## config.mk

```make
export PLATFORM = sky130hd
export DESIGN_NAME = timer_ctrl_fsm_flat
export DESIGN_NICKNAME = d
export VERILOG_FILES = /design/src/rtl/timer_ctrl_pkg.sv /design/src/rtl/timer_ctrl_fsm_if.sv /design/src/rtl/pattern_match_sr.sv /design/src/rtl/timer_ctrl_fsm.sv /design/src/flat_wrapper.sv
export SDC_FILE = /design/constraint.sdc
export NUM_CORES = 1
export LEC_CHECK = 0
export CAP_MARGIN = 10
export CORE_UTILIZATION = 39
export CTS_BUF_LIST = sky130_fd_sc_hd__clkbuf_16
export DETAILED_ROUTE_END_ITERATION = 10
export PLACE_DENSITY = 0.66
export SYNTH_ARGS = -nofsm -noshare
export SYNTH_HDL_FRONTEND = slang
export SYNTH_HIERARCHICAL = 1
export SYNTH_SLANG_ARGS = --single-unit
```

## constraint.sdc

```tcl
create_clock -name clk -period 4.8 [get_ports clk]
set_clock_uncertainty 0.1 [all_clocks]
set_input_delay 0.96 -clock clk [delete_from_list [all_inputs] [get_ports clk]]
set_output_delay 0.96 -clock clk [all_outputs]
set_load 0.01 [all_outputs]
```

## src/rtl/timer_ctrl_pkg.sv

```systemverilog
// timer_ctrl_pkg: shared state encoding and parameter defaults for timer_ctrl_fsm.
// Latency: n/a (types and constants only).
// Backpressure: n/a.
package timer_ctrl_pkg;

  // Encoded values are visible on state_dbg, so keep them fixed.
  typedef enum logic [2:0] {
    SEARCH = 3'd0,
    SHIFT  = 3'd1,
    COUNT  = 3'd2,
    DONE   = 3'd3
  } ctrl_state_t;

  localparam int                   DEF_PAT_W        = 4;
  localparam logic [DEF_PAT_W-1:0] DEF_PATTERN      = 4'b1101;
  localparam int                   DEF_SHIFT_CYCLES = 4;

endpackage

```

## src/rtl/timer_ctrl_fsm_if.sv

```systemverilog
// timer_ctrl_fsm_if: bit stream, datapath handshake and status bundle of the timer controller.
// Latency: n/a (wires only).
// Backpressure: none; done is held until ack, done_counting is a level from the datapath.
// Ports: slave = controller (consumes data/done_counting/ack, drives enables/status),
//        master = surrounding logic (the mirror image).
// Optional: TIMER_CTRL_HITCNT_EN adds hit_count (8-bit saturating match counter).
interface timer_ctrl_fsm_if;
  logic       data;
  logic       done_counting;
  logic       ack;
  logic       shift_ena;
  logic       count_ena;
  logic       done;
  logic [2:0] state_dbg;
`ifdef TIMER_CTRL_HITCNT_EN
  logic [7:0] hit_count;
`endif

  modport slave (
    input  data, done_counting, ack,
    output shift_ena, count_ena, done, state_dbg
`ifdef TIMER_CTRL_HITCNT_EN
    , output hit_count
`endif
  );

  modport master (
    output data, done_counting, ack,
    input  shift_ena, count_ena, done, state_dbg
`ifdef TIMER_CTRL_HITCNT_EN
    , input hit_count
`endif
  );
endinterface

```

## src/rtl/pattern_match_sr.sv

```systemverilog
// pattern_match_sr: serial start-pattern detector (history shift register + fill count).
// Latency: match is combinational on the current data bit and the registered history.
// Backpressure: none; history only advances while enable is high, clear has priority.
// Ports: clk, reset_n (async, active low), enable (shift this bit), clear (forget history),
//        data (serial bit, MSB of pattern first), match (pattern completes with this bit).
module pattern_match_sr
  import timer_ctrl_pkg::*;
#(
  parameter int             PAT_W   = DEF_PAT_W,
  parameter logic [PAT_W-1:0] PATTERN = DEF_PATTERN
) (
  input  logic clk,
  input  logic reset_n,
  input  logic enable,
  input  logic clear,
  input  logic data,
  output logic match
);

  localparam int FW = $clog2(PAT_W);
  localparam logic [FW-1:0] FILL_MAX = FW'(PAT_W - 1);

  logic [PAT_W-2:0] hist_q;
  logic [FW-1:0]    fill_q;

  always_ff @(posedge clk or negedge reset_n) begin
    if (!reset_n) begin
      hist_q <= '0;
      fill_q <= '0;
    end else if (clear) begin
      hist_q <= '0;
      fill_q <= '0;
    end else if (enable) begin
      hist_q <= {hist_q, data};
      // Saturate: once the window is full it stays full.
      if (fill_q != FILL_MAX) begin
        fill_q <= fill_q + FW'(1);
      end
    end
  end

  // The fill count stops the reset-zeroed history from completing a pattern early.
  assign match = enable && (fill_q == FILL_MAX) && ({hist_q, data} == PATTERN);

endmodule

```

## src/rtl/timer_ctrl_fsm.sv

```systemverilog
// timer_ctrl_fsm: start-pattern search, then SHIFT_CYCLES of shift_ena, count_ena until done_counting, done until ack.
// Latency: shift_ena rises the cycle after the matching bit; all outputs are Moore (registered state only).
// Backpressure: done holds until ack; done_counting and ack are ignored outside COUNT and DONE.
// Ports: clk, reset_n (async active low), bus (slave modport: data, done_counting, ack in;
//        shift_ena, count_ena, done, state_dbg out).
// Optional: define TIMER_CTRL_HITCNT_EN for bus.hit_count, an 8-bit saturating count of matches.
module timer_ctrl_fsm
  import timer_ctrl_pkg::*;
#(
  parameter int               PAT_W        = DEF_PAT_W,
  parameter logic [PAT_W-1:0] PATTERN      = DEF_PATTERN,
  parameter int               SHIFT_CYCLES = DEF_SHIFT_CYCLES
) (
  input  logic            clk,
  input  logic            reset_n,
  timer_ctrl_fsm_if.slave bus
);

  localparam int SC_W = $clog2(SHIFT_CYCLES + 1);

  ctrl_state_t     state_q, state_d;
  logic [SC_W-1:0] shift_cnt_q, shift_cnt_d;
  logic            match;
  logic            search_en;
  logic            clear_hist;

  pattern_match_sr #(
    .PAT_W   (PAT_W),
    .PATTERN (PATTERN)
  ) u_match (
    .clk     (clk),
    .reset_n (reset_n),
    .enable  (search_en),
    .clear   (clear_hist),
    .data    (bus.data),
    .match   (match)
  );

  always_ff @(posedge clk or negedge reset_n) begin
    if (!reset_n) begin
      state_q     <= SEARCH;
      shift_cnt_q <= '0;
    end else begin
      state_q     <= state_d;
      shift_cnt_q <= shift_cnt_d;
    end
  end

  always_comb begin
    state_d     = state_q;
    shift_cnt_d = shift_cnt_q;
    search_en   = 1'b0;
    clear_hist  = 1'b0;
    case (state_q)
      SEARCH: begin
        search_en = 1'b1;
        if (match) begin
          state_d     = SHIFT;
          // Counts down to 0 inclusive, giving SHIFT_CYCLES cycles in SHIFT.
          shift_cnt_d = SC_W'(SHIFT_CYCLES - 1);
        end
      end
      SHIFT: begin
        if (shift_cnt_q == '0) begin
          state_d = COUNT;
        end else begin
          shift_cnt_d = shift_cnt_q - SC_W'(1);
        end
      end
      COUNT: begin
        if (bus.done_counting) begin
          state_d = DONE;
        end
      end
      DONE: begin
        if (bus.ack) begin
          state_d    = SEARCH;
          // Bits seen before the ack must never contribute to the next match.
          clear_hist = 1'b1;
        end
      end
      default: begin
        state_d     = SEARCH;
        shift_cnt_d = '0;
        clear_hist  = 1'b1;
      end
    endcase
  end

  assign bus.shift_ena = (state_q == SHIFT);
  assign bus.count_ena = (state_q == COUNT);
  assign bus.done      = (state_q == DONE);
  assign bus.state_dbg = state_q;

`ifdef TIMER_CTRL_HITCNT_EN
  logic [7:0] hit_cnt_q;

  always_ff @(posedge clk or negedge reset_n) begin
    if (!reset_n) begin
      hit_cnt_q <= '0;
    end else if ((state_q == SEARCH) && match && (hit_cnt_q != 8'hFF)) begin
      hit_cnt_q <= hit_cnt_q + 8'd1;
    end
  end

  assign bus.hit_count = hit_cnt_q;
`endif

endmodule

```

## src/flat_wrapper.sv

```systemverilog
// flat-port wrapper written by rule: the top's interface ports become plain ports
module timer_ctrl_fsm_flat import timer_ctrl_pkg::*;
#(
  parameter int               PAT_W        = DEF_PAT_W,
  parameter logic [PAT_W-1:0] PATTERN      = DEF_PATTERN,
  parameter int               SHIFT_CYCLES = DEF_SHIFT_CYCLES
)
  (clk, reset_n, bus_data, bus_done_counting, bus_ack, bus_shift_ena, bus_count_ena, bus_done, bus_state_dbg);
  timer_ctrl_fsm_if bus_i ();
  input  logic clk;
  input  logic reset_n;
  input wire logic [$bits(bus_i.data)-1:0] bus_data;
  input wire logic [$bits(bus_i.done_counting)-1:0] bus_done_counting;
  input wire logic [$bits(bus_i.ack)-1:0] bus_ack;
  output wire logic [$bits(bus_i.shift_ena)-1:0] bus_shift_ena;
  output wire logic [$bits(bus_i.count_ena)-1:0] bus_count_ena;
  output wire logic [$bits(bus_i.done)-1:0] bus_done;
  output wire logic [$bits(bus_i.state_dbg)-1:0] bus_state_dbg;
  assign bus_i.data = bus_data;
  assign bus_i.done_counting = bus_done_counting;
  assign bus_i.ack = bus_ack;
  assign bus_shift_ena = bus_i.shift_ena;
  assign bus_count_ena = bus_i.count_ena;
  assign bus_done = bus_i.done;
  assign bus_state_dbg = bus_i.state_dbg;
  timer_ctrl_fsm #(.PAT_W(PAT_W), .PATTERN(PATTERN), .SHIFT_CYCLES(SHIFT_CYCLES)) u_core (.clk(clk), .reset_n(reset_n), .bus(bus_i));
endmodule
```

==> run metrics <==
Hold Path Origin u_core/u_match/hist_q[2]; CTS buffer count 3; M2 GR Usage 0.206; Synth area leader dfrtp_1; Post CTS Setup Buffer Count 0; max frequency 366 MHz; # hold bufs at CTS 0; Tmin final approximately 2.7 ns; drt initial violations 3; CP peak stage delay 0.59 ns; met1 GRT Util 0.188; antenna cells 0; Max Cap Viol 0; vias in the first global route 440; mapped cell area about 690 sq um; Crit. Startpoint u_core/bus.state_dbg[1]; Worst-Skew Late Latency between 0.2 and 0.25 ns; Synth Warn # 6; status completed; Top Usage Layer GRT met2; Final Hold Viols 0; Routed Antenna Nets 0; DR vias 457; die area around 0.0019 sq mm; syn nets 73; critical path fanouts, max 7; Critical-path top delay cell clkdlybuf4s50_1; TritonCTS clock tree built; H-tree depth 1; VDD IR max 359 uV; clock root cell clkbuf_16; Synth cell types 27; Core ar. roughly 0.0016 sq mm; Reg clk slew, reported paths 0.04 ns; GRT overflow 0; clock sinks 10; Layout Nets 85; setup repair after global routing missed its margin no; fill cell count between 100 and 150; Clock Path Buffers 2; GR met3 Demand/Resource 0.0625; Setup violations, final 0; Synth top area share 0.365; TritonRoute pass-1 iters 3; register area share after synthesis 0.365; Avg Cell Area, Syn 11.2 sq um; Initial Utilization 0.435; Resized Gates After CTS 0; worst path required time 3.74 ns; share of post-route cells with drive strength above 1 0.139; post-place setup slack 2.09 ns; critical path class reg2out; first-pass GRT wire length between 1500 and 2000 microns; Rows 14; CP endpoint kind primary output; Die X-Extent around 44 microns; Port Buffer Count 9; post-DP HPWL roughly 860 microns; Critical Path AT about 1.7 ns; Mapped Cells between 60 and 70; final cell count without fillers 88; crit path launch type flip-flop; Lkg Pwr 0.000387 uW; crit-path cells inv_1, ha_1, clkdlybuf4s50_1; Avg Vias per Cell about 5.2; top cells by area, synth dfrtp_1, ha_1, mux2i_1, mux2_4, a2111oi_4; Min-Delay Path Class reg2reg; pwr dens between 700 and 800 mW/mm^2; largest net degree at the start of global routing 11; RD Place Congestion between 0.7 and 0.8; Worst R2R Start u_core/bus.state_dbg[1]; WL final 1160 microns; # IOs 11; # placed instances 84; post-synthesis register bit count 10; antenna violations before repair 0; setup TNS 0 ns; area grow syn2layout 24.8%; Total GRT Usage 0.137; final slew viol count 0; fin worst setup slack 2.07 ns; die height 43.9 microns; residual DRC count 0; WL/cell 13.2 microns; fin crit share 0.569
-- area by class of cell --
cell class / instances / area [sq um] / area share
Timing Repair Buffer: 9 / 90.1 / 0.105
Multi-Input combinational cell: 44 / 398 / 0.465
Tap cell: 16 / 20.0 / 0.0234
Clock buffer: 3 / 75.1 / 0.0877
Clock inverter: 1 / 3.75 / 0.00439
Sequential cell: 10 / 250 / 0.292
Inverter: 5 / 18.8 / 0.0219
-- worst paths after layout --
kind                                            end  slack, ns  cells after the start
setup / recovery                      bus_shift_ena       2.07                      3
hold / removal             u_core/u_match/hist_q[2]       0.43                      2
setup reg to reg            u_core/bus.state_dbg[1]       2.55                      7
hold reg to reg            u_core/u_match/hist_q[2]       0.43                      2
max in group asynchronous  u_core/u_match/hist_q[2]       3.34                      1
min in group asynchronous     u_core/shift_cnt_q[1]       0.94                      1
-- synthesized netlist by cell type --
| library cell | n |
|---|---|
| dfrtp_1 | 10 |
| nand2b_1 | 1 |
| and2_1 | 1 |
| nor2b_4 | 1 |
| o21ai_1 | 1 |
| a2111oi_4 | 1 |
| nand2b_4 | 1 |
| nand3b_1 | 1 |
| o311ai_1 | 1 |
| and2b_4 | 2 |
| inv_1 | 5 |
| nor2_1 | 5 |
| mux2_4 | 2 |
| nor2b_1 | 3 |
| buf_4 | 1 |
| mux2i_1 | 4 |
| nor3b_1 | 1 |
| conb_1 | 1 |
| a2bb2oi_1 | 2 |
| ha_1 | 7 |
| nand4_1 | 1 |
| o21ai_0 | 3 |
| or2_1 | 1 |
| nand4bb_1 | 2 |
| o21bai_1 | 1 |
| a211oi_1 | 1 |
| buf_6 | 1 |
-- worst max-delay path, delay by kind of cell (launching register included) --
| family | cells | cell delay [ns] |
|---|---|---|
| buf+inv | 2 | 0.69 |
| fa+ha+maj | 1 | 0.31 |
| flops | 1 | 0.43 |
-- placed cells by master (no fill, tap or decap) --
master           instances
clkbuf_16                3
inv_1                    5
nand2b_1                 1
a2111oi_4                1
clkinv_1                 1
dfrtp_1                 10
nor2_1                   5
nor3b_1                  1
clkdlybuf4s50_1          9
a2bb2oi_1                2
nand3b_1                 1
o311ai_1                 1
mux2i_1                  4
nor2b_1                  3
nor2b_4                  1
and2_1                   1
mux2_4                   2
conb_1                   1
or2_1                    1
o21bai_1                 1
ha_1                     7
nand2b_4                 1
o21ai_0                  3
and2b_4                  2
nand4bb_1                2
o21ai_1                  1
nand4_1                  1
a211oi_1                 1
-- registers in the layout, summed over array words and instances, names as in the netlist --
register,cells
u_core/shift_cnt_q,3
u_core/u_match/hist_q,3
u_core/bus.state_dbg,2
u_core/u_match/fill_q,2
-- kinds of logic (layout without fill, tap and decap cells) --
| family | after synthesis | count (layout) | share of synthesized area |
|---|---|---|---|
| buffers and inverters | 7 | 18 | 0.0548 |
| and+or+nand+nor | 20 | 20 | 0.215 |
| other | 1 | 1 | 0.00547 |
| AOI/OAI and AO/OA | 10 | 10 | 0.130 |
| adders and majority gates | 7 | 7 | 0.128 |
| DFF | 10 | 10 | 0.365 |
| muxes | 6 | 6 | 0.102 |
-- per-layer routing --
metal | share of wire | vias to the layer above
met5 | 0 | -
met1 | 0.51 | 213
met4 | 0 | 0
li1 | - | 234
met2 | 0.44 | 10
met3 | 0.048 | 0
-- stage by stage --
stage          hold WS [ns]  total power, uW  area (sq um)   util
2_1_floorplan         0.387              423           686      -
3_3_place_gp          0.417              500           777  0.493
3_5_place_dp          0.421              502           777  0.493
4_1_cts               0.429              655           856  0.543
5_1_grt               0.470              698           856  0.543
6_report              0.428              649           856  0.543
-- where the power goes --
part / switching, uW / internal [uW]
clock network: 37.9 / 109
logic: 156 / 189
registers: 32.0 / 125
total: 226 / 423
(Power assumes the default switching activity.)
